`src/rtl/branch_resolution_unit.sv`:
```
// Branch resolution for the pipelined LC-3b: checks each branch against the
// prediction it was fetched with, drives the predictor update port and flushes/redirects fetch.
module branch_resolution_unit #(
  parameter int width      = 16,
  parameter int PIPE_DEPTH = 3,
  parameter int CNT_W      = 16
) (
  input  logic             clk,
  input  logic             rst_n,
  input  logic             stall,
  input  logic             fetch_valid,
  input  logic [width-1:0] fetch_pc,
  input  logic             pred_taken,
  input  logic [width-1:0] pred_target,
  input  logic             res_valid,
  input  logic [width-1:0] res_pc,
  input  logic [width-1:0] res_ir,
  input  logic             res_taken,
  input  logic [width-1:0] res_target,
  output logic [width-1:0] upd_pc,
  output logic [width-1:0] upd_target,
  output logic [width-1:0] upd_ir,
  output logic             upd_taken,
  output logic             upd_stall,
  output logic             flush,
  output logic             redirect_valid,
  output logic [width-1:0] redirect_pc,
  output logic [CNT_W-1:0] branch_count,
  output logic [CNT_W-1:0] mispredict_count
);

  // state    | meaning
  // IDLE     | resolutions accepted, metadata shifting
  // REDIRECT | flush/redirect presented; resolve stage is wrong-path
  typedef enum logic {IDLE, REDIRECT} state_t;

  localparam int H = PIPE_DEPTH - 1;

  state_t                  state;
  logic [PIPE_DEPTH-1:0]   meta_valid;
  logic [width-1:0]        meta_pc     [PIPE_DEPTH];
  logic                    meta_taken  [PIPE_DEPTH];
  logic [width-1:0]        meta_target [PIPE_DEPTH];

  logic             head_hit;
  logic             eff_taken;
  logic             true_branch;
  logic             accept;
  logic             mispredict;
  logic [width-1:0] dest_pc;

  always_comb begin
    head_hit    = meta_valid[H] && (meta_pc[H] == res_pc);
    eff_taken   = head_hit && meta_taken[H];
    true_branch = (res_ir[15:12] == 4'h0) && (res_ir[11:9] != 3'b000);
    accept      = res_valid && !stall && (state == IDLE);
    if (true_branch && res_taken)
      mispredict = !eff_taken || (meta_target[H] != res_target);
    else
      mispredict = eff_taken;
    dest_pc = (true_branch && res_taken) ? res_target : res_pc + width'(2);
  end

  // Metadata only carries the pc/prediction fields; entries are qualified by valid.
  always_ff @(posedge clk) begin
    if (!rst_n) begin
      meta_valid <= '0;
    end else if (!stall) begin
      if (state == REDIRECT) meta_valid <= '0;
      else                   meta_valid <= {meta_valid[PIPE_DEPTH-2:0], fetch_valid};
      meta_pc[0]     <= fetch_pc;
      meta_taken[0]  <= pred_taken;
      meta_target[0] <= pred_target;
      for (int i = 1; i < PIPE_DEPTH; i++) begin
        meta_pc[i]     <= meta_pc[i-1];
        meta_taken[i]  <= meta_taken[i-1];
        meta_target[i] <= meta_target[i-1];
      end
    end
  end

  always_ff @(posedge clk) begin
    if (!rst_n) begin
      state          <= IDLE;
      flush          <= 1'b0;
      redirect_valid <= 1'b0;
      redirect_pc    <= '0;
    end else begin
      case (state)
        IDLE: begin
          if (accept && mispredict) begin
            state          <= REDIRECT;
            flush          <= 1'b1;
            redirect_valid <= 1'b1;
            redirect_pc    <= dest_pc;
          end
        end
        REDIRECT: begin
          if (!stall) begin
            state          <= IDLE;
            flush          <= 1'b0;
            redirect_valid <= 1'b0;
          end
        end
        default: state <= IDLE;
      endcase
    end
  end

  always_ff @(posedge clk) begin
    if (!rst_n) begin
      upd_pc           <= '0;
      upd_target       <= '0;
      upd_ir           <= '0;
      upd_taken        <= 1'b0;
      upd_stall        <= 1'b1;
      branch_count     <= '0;
      mispredict_count <= '0;
    end else begin
      upd_stall <= !(accept && true_branch);
      if (accept && true_branch) begin
        upd_pc     <= res_pc;
        upd_target <= res_target;
        upd_ir     <= res_ir;
        upd_taken  <= res_taken;
        if (!(&branch_count)) branch_count <= branch_count + CNT_W'(1);
      end
      if (accept && mispredict && !(&mispredict_count))
        mispredict_count <= mispredict_count + CNT_W'(1);
    end
  end

endmodule

```
`config.mk`:
```
export PLATFORM = sky130hd
export DESIGN_NAME = branch_resolution_unit
export DESIGN_NICKNAME = d
export VERILOG_FILES = /design/src/rtl/branch_resolution_unit.sv
export SDC_FILE = /design/constraint.sdc
export NUM_CORES = 1
export LEC_CHECK = 0
export ABC_AREA = 0
export CAP_MARGIN = 20
export CORE_UTILIZATION = 40
export CTS_CLUSTER_DIAMETER = 80
export DETAILED_ROUTE_END_ITERATION = 16
export PLACE_DENSITY = 0.71
export SYNTH_ARGS = -nofsm -noshare
export SYNTH_HDL_FRONTEND = slang
export SYNTH_SLANG_ARGS = --single-unit
```
`constraint.sdc`:
```
create_clock -name clk -period 19.1 [get_ports clk]
set_input_delay 3.82 -clock clk [delete_from_list [all_inputs] [get_ports clk]]
set_output_delay 3.82 -clock clk [all_outputs]
set_load 0.02 [all_outputs]
```
---- Word level (Yosys, flattened, before mapping) ----
Memories as Yosys holds them, arrays and structs flattened.
Index checks and enable logic that the tools add are counted.
storage, ports and cells
  flip-flop bits (word level) ............. 103
  bits in latches ......................... 0
  bits in writable memories ............... 99
  memory bits (read-only) ................. 0
  input port bits ......................... 87
  logic and storage cells ................. 56
  memories ................................ 3
memory list
  name         words  width  rd ports  clocked after memory_dff  write ports  RTL line  RTL
  meta_pc      3      16     3         0                         3            41        logic [width-1:0] meta_pc [PIPE_DEPTH];
  meta_target  3      16     3         0                         3            43        logic [width-1:0] meta_target [PIPE_DEPTH];
  meta_taken   3      1      3         0                         3            42        logic meta_taken [PIPE_DEPTH];
operators by class
  add/sub/neg operators ................... 3
  $mul .................................... 0
  div/mod/pow operators ................... 0
  order comparisons ....................... 0
  equal/unequal tests ..................... 4
  shifts and indexed selects .............. 0
  mux-type cells .......................... 12
  bitwise logic cells ..................... 2
  reductions and logical operators ........ 21
operator list
  cell                     number
  $add A16 B1 Y16 const B  2
  $reduce_and A16 Y1       2
  $add A16 B2 Y16 const B  1
  $eq A16 B16 Y1           1
  $mux W16                 1
  $ne A16 B16 Y1           1
  $logic_and A1 B1 Y1      9
  $mux W1                  8
  $reduce_and A2 Y1        3
  $logic_not A1 Y1         4
  $logic_not A4 Y1         1
  $pmux W1 S2              2
  $mux W3                  1
  $reduce_bool A3 Y1       1
  $ne A2 B1 Y1 const B     1
  $ne A2 B2 Y1 const B     1
  $not A1 Y1               2
  $logic_or A1 B1 Y1       1

---- Depth between registers and ports, before layout ----
Gate-level depths: netlist of run 1.
  depth in word-level cells ............... 9
  mapped depth ............................ 10
  gate-level depth less buffers ........... 8

---- Worst setup path after synthesis of run 1 ----
OpenSTA, ideal clock, no wires.
  kind .................................... input to register
  from .................................... in rst_n
  to ...................................... mem meta_pc[0][0] (enable)
  data arrival time ....................... 8.755 ns
  required time ........................... 18.542 ns
  slack ................................... 9.787 ns
  stages on the path ...................... 5
  path buffers ............................ 3
  path through ............................ clkbuf_1 inv_2 clkbuf_1 buf_1 nor2_1
RTL lines
  what         RTL line  RTL
  from (decl)  9         input logic rst_n,
  to (decl)    41

---- Worst setup path after layout of run 1 ----
  from .................................... in res_pc[2]
  to ...................................... reg mispredict_count[5]
between the ends
  longest elaborated chain between the ends .. 8
ends and longest elaborated chain
  what                                RTL line  RTL
  from (decl)                         16        input logic [width-1:0] res_pc,
  $eq A16 B16 Y1 *                    53        head_hit = meta_valid[H] && (meta_pc[H] == res_pc);
  $logic_and A1 B1 Y1 *               53
  $logic_and A1 B1 Y1 *               54        eff_taken = head_hit && meta_taken[H];
  $logic_not A1 Y1                    58        mispredict = !eff_taken || (meta_target[H] != res_target);
  $logic_or A1 B1 Y1                  58
  $mux W1 *                           57        if (true_branch && res_taken)
  $logic_and A1 B1 Y1 * (2 in a row)  128       if (accept && mispredict && !(&mispredict_count))
  to (signal assigned)                129       mispredict_count <= mispredict_count + CNT_W'(1);
  to (decl)                           29        output logic [CNT_W-1:0] mispredict_count
Every way passes the cells marked *; elsewhere a longest branch is shown, timed or not.
A chain may end at the register's enable or synchronous reset.

==> results.toml, run 1 <==
[routing]
dr.pass1.iters = 5
vias_per_cell = 4.93
routedWlPerCell_microns = 15.9
drtAntennaViolNets = 0
vias = 5688
drc = 0
wl_microns = 18400
dr.first_iter.drc_count = 303

[clocking]
numCtsBuffers = 22
clockBufferDepth = 3
cts_tree = "done"
clkSlewWorstSetupHoldPaths_ns = 0.06
ctsResizeCount = 0
root_buffer = "clkbuf_16"
htree_levels = 1
clock_latency_ns = 0.51
hold_buffers = 0
post-cts-setup-buffers = 0
clkSinkCount = 202

[timing]
finClkSkew_ns = 0.0209
hold_violations = 0
finalSetupTns_ns = 0
timing.slew.headroom = 0.347
period_share = 0.324
grt_setup_unrepaired = "false"
tightestPinTransition_ns = 0.979
finalCriticalPeriod_ns = 6.19
slew_viol_final = 0
fmax_mhz = 161
finalSetupViolCount = 0
setup_ws_ns = 12.91

[synthesis]
yosys.area.top_type = "edfxtp_1"
synth_seq_area_share = 0.647
synth_area_leaders = "edfxtp_1, dfxtp_1, nand2_1"
syn_avg_cell_area_sq_um = 11.2
synth_nets = 784
ys_async_sr_fraction = 0
synth_edf_count = 99
yosysWarnings = 0
netlist-cell-type-count = 48
synth_ff_type = "dfxtp_1"
yosysTopAreaCellShare = 0.382
synth-seq-cells = 202
synthesis.area_sq_um = 7780
syn_inst = 694

[job]
cap_violations = 0

[place]
hpwl_microns = 12700
dp_slack_ns = 12.10
gp_congestion = 0.841
io_buffer_count = 186

[floorplan]
initial_core_util = 0.412
dieArea_sq_um = 20000
die_h_microns = 141
core_region_area_sq_um = 18900
die_x_microns = 141
core.rowCount = 50
pin_count = 187

[global_route]
grt_pass1_vias = 5353
grt_overflow = 0
track_usage = 0.182
grt_pass1_wl_microns = 28400
antenna_found_initial = 0
grt_max_degree = 89

[hold_path]
holdPathStages = 0
min_path_type = "reg -> reg"
worstHoldEndpoint = "meta_target[0][36]$_DFFE_PP_"
hp-start = "meta_target[0][20]$_DFFE_PP_"

[worst_setup_path]
path_class = "in -> reg"
worstPathMaxFanout = 11
r2r_setup_slack_ns = 16.47
endpoint_kind = "flop"
r2r_start = "meta_pc[0][38]$_DFFE_PP_"
crit_arrival_ns = 6.61
ff2ff_path_depth = 7
reg2reg_to = "mispredict_count[5]$_SDFFE_PN0P_"
cp-start-kind = "input pin"
cp.required_ns = 19.51

[final_layout]
nets = 968
area_growth_pct = 37.3
n_antenna_cell = 0
layout-drive-gt1-share = 0.0582
final_util = 0.565

[status]
status = "finished, final reports clean"

[pwr]
leakage_nw = 3.49
ir_worst_vdd_v = 0.0000624
p_per_area_nw_per_um2 = 87.8
worst max path at each step:
stage | from | to
after floorplan | rst_n | meta_pc[0][0]$_DFFE_PP_
after global placement | res_ir[12] | mispredict_count[15]$_SDFFE_PN0P_
after detailed placement | res_ir[12] | mispredict_count[15]$_SDFFE_PN0P_
after CTS | res_ir[12] | mispredict_count[15]$_SDFFE_PN0P_
after global routing | res_pc[2] | mispredict_count[7]$_SDFFE_PN0P_
final | res_pc[2] | mispredict_count[5]$_SDFFE_PN0P_
layout make-up:
| type | instances | area [sq um] |
|---|---|---|
| clock buffers | 30 | 581 |
| clock inverters | 10 | 138 |
| fillers | 1615 | 8210 |
| inverters | 9 | 33.8 |
| multi-input cells | 448 | 2610 |
| flip-flops and latches | 202 | 5030 |
| well taps | 260 | 325 |
| repair buffers | 195 | 1960 |
logic make-up after synthesis:
group | synth area share
muxes | 0.0103
adders and majority gates | 0.00482
DFF | 0.647
and+or+nand+nor | 0.159
buffers and inverters | 0.0233
xor gates and xnor gates | 0.0596
AOI/OAI and AO/OA | 0.0961
report_power, final:
part	switching, W	internal (W)
Sequential	0.00000288	0.000466
Combinational	0.0000248	0.0000239
Clock	0.000165	0.000255
Total	0.000193	0.000745
metrics by stage:
stage	cells	area (sq um)	power [W]	hold slack (ns)
global route	1154	10700	0.000969	0.422
finish	1154	10700	0.000938	0.414
global placement	1111	9910	0.000526	0.401
floorplan	694	7780	0.000496	0.400
detailed placement	1111	9910	0.000527	0.405
CTS	1151	10600	0.000949	0.417
per-layer routing:
metal	track usage	vias up	routed length, microns
met1	0.231	2664	7840
met5	0	-	0
li1	-	2824	-
met4	0.0577	0	570
met2	0.313	160	8900
met3	0.0348	40	1080
sequential cells by signal, indices dropped and copies added, names as in the netlist:
| name | cells |
|---|---|
| upd_pc | 16 |
| branch_count | 16 |
| mispredict_count | 16 |
| state | 1 |
| meta_pc | 48 |
| meta_taken | 3 |
| meta_valid | 3 |
| redirect_pc | 16 |
| meta_target | 48 |
| upd_stall | 1 |
| upd_ir | 16 |
| upd_taken | 1 |
| upd_target | 16 |
| redirect_valid | 1 |
cell usage after synthesis, drive strengths merged (7+ instances only):
master  count
nor2       37
a21oi      78
edfxtp     99
dfxtp     103
or3        12
nor3b       7
a211o      14
o21ai      12
nand2     136
xor2       25
nand2b      7
and3       12
xnor2      28
inv         9
nand3      14
mux2i       8
clkbuf     24
nand4      14
buf        11
worst max-delay path, cell delays in order:
cell,delay (ns)
clkdlybuf4s50_1,0.56
xor2_1,0.23
nor4_1,0.40
nand4b_1,0.19
o21ai_2,0.25
nand4_1,0.40
or4_1,0.61
a21oi_1,0.14
placed cells by master, fill, tap and decap left out, types with 3 or more instances in the layout:
cell / count
xnor2_1: 28
xor2_1: 25
or4_1: 3
o31ai_1: 4
nor2_1: 36
clkbuf_16: 22
dfxtp_1: 103
bufinv_16: 3
ha_1: 3
nand4_1: 14
inv_1: 8
mux2i_1: 8
nand2b_1: 7
and4_1: 3
nand2_1: 136
clkbuf_1: 8
clkinv_2: 3
clkdlybuf4s50_1: 186
buf_4: 6
and3_1: 12
nand3_1: 14
edfxtp_1: 99
a21oi_1: 78
or3_1: 12
nor3_1: 3
nor3b_1: 7
o21ai_0: 11
a211o_1: 14
No activity file was read; power rests on OpenSTA's default activity.
==> inputs of run 2 (changes only) <==
--- a/config.mk
+++ b/config.mk
@@ -10,7 +10,7 @@
 export CORE_UTILIZATION = 40
 export CTS_CLUSTER_DIAMETER = 80
 export DETAILED_ROUTE_END_ITERATION = 16
-export PLACE_DENSITY = 0.71
+export PLACE_DENSITY = 0.73
 export SYNTH_ARGS = -nofsm -noshare
 export SYNTH_HDL_FRONTEND = slang
 export SYNTH_SLANG_ARGS = --single-unit
==> constraint.sdc (replaced) <==
create_clock -name clk -period 5.11 [get_ports clk]
set_input_delay 1.022 -clock clk [delete_from_list [all_inputs] [get_ports clk]]
set_output_delay 1.022 -clock clk [all_outputs]
set_load 0.02 [all_outputs]
==> run 2 against run 1 <==
Compared with the run above:
- sequential cell count stayed put
- register-to-register slack lost 14 ns
- wire length grew 0.75%
- critical path type unchanged
- core utilization fell by 0.13 points
- final cell count unchanged
==> results.toml, run 2 (synthesis gave the netlist of run 1 again) <==
[worst_setup_path]
crit_arrival_ns = 3.95
r2r_setup_slack_ns = 2.28
max_stage_delay_ns = 0.61
worstPathMaxFanout = 27
cp-start-kind = "input pin"
critical-path-slowest-cell = "o211ai_4"
cp-endpoint = "redirect_pc[12]$_SDFFE_PN0P_"
endpoint_kind = "flop"
r2r_start = "meta_pc[0][34]$_DFFE_PP_"
ff2ff_path_depth = 8
reg2reg_to = "redirect_pc[12]$_SDFFE_PN0P_"
startpoint = "res_pc[2]"
path_cells = "clkdlybuf4s50_1 > xor2_1 > nor4_1 > nand2_1 > or3_1 > o211ai_4 > buf_4 > a211o_1 > a21oi_1"
cp.required_ns = 5.47
path_class = "in -> reg"

[final_layout]
area_growth_pct = 36.9
layout-drive-gt1-share = 0.0582
final_util = 0.564
n_antenna_cell = 0
largestRegisters = "meta_pc x48, meta_target x48"
final_cell_area_sq_um = 10700
final_common_cell = "clkdlybuf4s50_1"
nets = 968
final_cell_mix = "clkdlybuf4s50_1, nand2_1, dfxtp_1"

[global_route]
grt_pass1_wl_microns = 28300
track_usage = 0.183
grt_pass1_vias = 5345
grt_overflow = 0
antenna_found_initial = 0
grt_max_degree = 89

[place]
gp_congestion = 0.838
place_area_sq_um = 9940
hpwl_microns = 13000
io_buffer_count = 186
dp_slack_ns = 1.06

[clocking]
clkSlewWorstSetupHoldPaths_ns = 0.06
post-cts-setup-buffers = 0
root_buffer = "clkbuf_16"
clkSinkCount = 202
ctsResizeCount = 0
clock_latency_ns = 0.52
htree_levels = 1
numCtsBuffers = 22
cts_tree = "done"
clockBufferDepth = 3
hold_buffers = 0

[timing]
hold_violations = 0
slew_viol_final = 0
fmax_mhz = 278
setup_ws_ns = 1.52
finClkSkew_ns = 0.0253
timing.slew.headroom = 0.328
grt_setup_unrepaired = "false"
finalSetupTns_ns = 0
period_share = 0.703
finalCriticalPeriod_ns = 3.59
tightestPinTransition_ns = 1.01
finalSetupViolCount = 0
whs_ns = 0.416

[floorplan]
core_region_area_sq_um = 18900
initial_core_util = 0.412
core.rowCount = 50
die_x_microns = 141
dieArea_sq_um = 20000
die_h_microns = 141
pin_count = 187

[pwr]
leakage_nw = 3.47
combPwrFrac = 0.053
power_frac_seq = 0.502
switching_share = 0.209
switching_power_w = 0.000729
pwr-share-clk = 0.446
power.internal_w = 0.00276
ir_worst_vdd_v = 0.000216
p_per_area_nw_per_um2 = 328

[routing]
dr.first_iter.drc_count = 295
dr.pass1.iters = 5
vias_per_cell = 4.95
drc = 0
routedWlPerCell_microns = 16.1
vias = 5714
wl_microns = 18500
drtAntennaViolNets = 0

[hold_path]
hp-start = "meta_pc[0][3]$_DFFE_PP_"
min_path_type = "reg -> reg"

[job]
cap_violations = 0

[status]
status = "finished, final reports clean"
==> run 2: changes by cell type in the layout (fill, tap and decap cells not counted), sizes merged <==
cell and change:
buf +1, bufinv -1, clkbuf +1, clkinv -1
clkinvlp +1, inv -1
==> run 2: layer usage <==
layer	up-vias	part of all wire	track usage
li1	2819	-	-
met1	2672	0.42	0.228
met2	172	0.48	0.305
met3	51	0.066	0.0415
met4	0	0.039	0.0770
met5	-	0	0
==> run 2: cell type report <==
class | instances | area, sq um
clock buffers | 32 | 608
clock inverters | 8 | 105
fillers | 1625 | 8240
inverters | 9 | 33.8
multi-input cells | 448 | 2610
flip-flops and latches | 202 | 5030
well taps | 260 | 325
repair buffers | 195 | 1940
==> run 2: power groups by stage <==
stage,Combinational [W],Clock (W),Sequential [W]
6_report,0.000183,0.00156,0.00175
4_1_cts,0.000185,0.00159,0.00175
3_3_place_gp,0.000182,0,0.00179
2_1_floorplan,0.0000632,0,0.00179
5_1_grt,0.000197,0.00165,0.00175
3_5_place_dp,0.000184,0,0.00179
==> run 2: worst min-delay path by stage <==
| stage | cells after the start | slack (ns) | end |
|---|---|---|---|
| final | 0 | 0.42 | meta_pc[0][19]$_DFFE_PP_ |
| after global routing | 0 | 0.42 | meta_pc[0][32]$_DFFE_PP_ |
| after CTS | 0 | 0.42 | meta_target[0][22]$_DFFE_PP_ |
| after detailed placement | 0 | 0.40 | meta_pc[0][19]$_DFFE_PP_ |
| after global placement | 0 | 0.40 | meta_pc[0][20]$_DFFE_PP_ |
| after floorplan | 0 | 0.40 | meta_pc[0][16]$_DFFE_PP_ |
==> run 2: through the flow <==
step	instances	power (W)
2_1_floorplan	694	0.00185
3_3_place_gp	1113	0.00197
3_5_place_dp	1113	0.00197
4_1_cts	1153	0.00353
5_1_grt	1154	0.00360
6_report	1154	0.00349
==> run 2: worst max-delay path: cells and delay by family <==
family / cells / cell delay, ns
AO/OA/AOI/OAI: 3 / 0.82
AND/OR/NAND/NOR: 3 / 0.97
XOR/XNOR: 1 / 0.23
buffers and inverters: 2 / 0.91
==> inputs of run 3 (changes only) <==
--- a/config.mk
+++ b/config.mk
@@ -10,7 +10,7 @@
 export CORE_UTILIZATION = 40
 export CTS_CLUSTER_DIAMETER = 80
 export DETAILED_ROUTE_END_ITERATION = 16
-export PLACE_DENSITY = 0.73
+export PLACE_DENSITY = 0.71
 export SYNTH_ARGS = -nofsm -noshare
 export SYNTH_HDL_FRONTEND = slang
 export SYNTH_SLANG_ARGS = --single-unit
==> constraint.sdc (replaced) <==
create_clock -name clk -period 3.67 [get_ports clk]
set_input_delay 0.734 -clock clk [delete_from_list [all_inputs] [get_ports clk]]
set_output_delay 0.734 -clock clk [all_outputs]
set_load 0.02 [all_outputs]
==> run 3 against run 2 <==
Compared with the run above:
- via count rose by 2.3%
- clock power rose by 46%
- hold slack got worse by 0.0039 ns
- largest cell class unchanged
- sequential cell count did not move
- register-to-register slack got worse by 1.1 ns
- clock skew fell by 0.010 ns
- sequential power rose by 39%
- final cell count rose by 1.2%
- die area did not move
- sequential share of layout area fell by 0.72 points
- highest routed layer unchanged
- final area rose by 1.5%
==> results.toml, run 3 (synthesis gave the netlist of run 1 again) <==
[timing]
finClkSkew_ns = 0.0150
timing.slew.headroom = 0.271
grt_setup_unrepaired = "false"
fmax_mhz = 343
tightestPinTransition_ns = 1.09
whs_ns = 0.412
hold_violations = 0
slew_viol_final = 0
finalSetupTns_ns = 0
finalSetupViolCount = 0
period_share = 0.794
finalCriticalPeriod_ns = 2.91

[worst_setup_path]
critical-path-slowest-cell = "clkdlybuf4s50_1"
r2r_start = "meta_pc[0][38]$_DFFE_PP_"
cp.required_ns = 4.02
crit_arrival_ns = 3.26
endpoint_kind = "flop"
r2r_setup_slack_ns = 1.14
reg2reg_to = "mispredict_count[11]$_SDFFE_PN0P_"
worstPathMaxFanout = 7
path_cells = "clkdlybuf4s50_1 > xor2_1 > nor4_1 > nand4b_1 > o21ai_2 > nand4_1 > buf_4 > o311ai_0 > o41ai_1"
max_stage_delay_ns = 0.55
ff2ff_path_depth = 8
cp-start-kind = "input pin"
path_class = "in -> reg"

[clocking]
ctsResizeCount = 0
cts_tree = "done"
post-cts-setup-buffers = 0
htree_levels = 1
root_buffer = "clkbuf_16"
clkSlewWorstSetupHoldPaths_ns = 0.06
hold_buffers = 0
clockBufferDepth = 3
clkSinkCount = 202
numCtsBuffers = 22
clock_latency_ns = 0.51

[routing]
drc = 0
vias_per_cell = 5.01
dr.pass1.iters = 4
routedWlPerCell_microns = 16.1
dr.first_iter.drc_count = 331
vias = 5847
drtAntennaViolNets = 0
wl_microns = 18900

[final_layout]
final_cell_mix = "clkdlybuf4s50_1, nand2_1, dfxtp_1"
layout-drive-gt1-share = 0.0749
final_common_cell = "clkdlybuf4s50_1"
area_growth_pct = 39.1
final_util = 0.573
n_antenna_cell = 0
largestRegisters = "meta_pc x48, meta_target x48"
nets = 982

[hold_path]
worstHoldEndpoint = "meta_target[0][47]$_DFFE_PP_"
min_path_type = "reg -> reg"
hp-start = "meta_target[0][31]$_DFFE_PP_"
holdPathStages = 0

[pwr]
p_per_area_nw_per_um2 = 461
leakage_nw = 3.57
ir_worst_vdd_v = 0.000386

[floorplan]
initial_core_util = 0.412
core.rowCount = 50
core_region_area_sq_um = 18900
die_x_microns = 141
pin_count = 187
die_h_microns = 141
dieArea_sq_um = 20000

[global_route]
antenna_found_initial = 0
grt_pass1_wl_microns = 29200
grt_max_degree = 89
grt_pass1_vias = 5550
grt_overflow = 0
track_usage = 0.188

[job]
cap_violations = 0

[place]
io_buffer_count = 186
hpwl_microns = 13400
gp_congestion = 0.853

[status]
status = "finished, final reports clean"
## run 3: cell types whose count changed in the layout (fill, tap and decap cells not counted), sizes merged
| cell | before | now |
|---|---|---|
| buf | 9 | 23 |
| bufinv | 2 | 4 |
| clkbuf | 32 | 26 |
| clkinv | 5 | 9 |
## run 3: how the worst max path moves through the flow
stage               startpoint                                 to  slack (ns)  depth (start not counted)
floorplan                rst_n            meta_pc[0][0]$_DFFE_PP_        0.21                          5
global route         res_pc[8]       redirect_pc[12]$_SDFFE_PN0P_        0.57                          9
CTS                 res_ir[12]        redirect_pc[8]$_SDFFE_PN0P_        0.83                          9
global placement    res_ir[12]        redirect_pc[1]$_SDFFE_PN0P_        0.32                          9
detailed placement  res_ir[12]        redirect_pc[8]$_SDFFE_PN0P_        0.31                          9
finish               res_pc[8]  mispredict_count[11]$_SDFFE_PN0P_        0.76                          9
## run 3: worst max-delay path, delay by kind of cell
| kind | cells | cell delay, ns |
|---|---|---|
| and+or+nand+nor | 3 | 0.86 |
| buffers and inverters | 2 | 0.77 |
| AOI/OAI and AO/OA | 3 | 0.67 |
| xor gates and xnor gates | 1 | 0.22 |
## run 3: metrics by stage
stage,std cells,total power [W],setup WS (ns),cell area [sq um]
global placement,1128,0.00275,0.320,10100
finish,1168,0.00499,0.756,10800
floorplan,694,0.00258,0.215,7790
detailed placement,1128,0.00275,0.311,10100
global route,1168,0.00515,0.574,10800
CTS,1168,0.00504,0.831,10800
## run 3: area by class of cell
class / count / area [sq um]
Tap cell: 260 / 325
Clock buffer: 26 / 576
Timing Repair Buffer: 209 / 2060
Sequential cell: 202 / 5030
Inverter: 9 / 33.8
Fill cell: 1610 / 8070
Clock inverter: 14 / 181
Multi-Input combinational cell: 448 / 2610
## run 3: layer usage
layer / vias to the layer above / GRT usage / part of all wire
li1: 2853 / - / -
met3: 41 / 0.0449 / 0.067
met2: 191 / 0.321 / 0.48
met4: 0 / 0.0724 / 0.036
met1: 2762 / 0.232 / 0.42
met5: - / 0 / 0
## run 3: report_power, final
part           switching [W]  internal [W]  total, W
registers          0.0000159       0.00242   0.00244
logic               0.000129      0.000131  0.000260
clock network       0.000880       0.00140   0.00228
total                0.00102       0.00396   0.00499
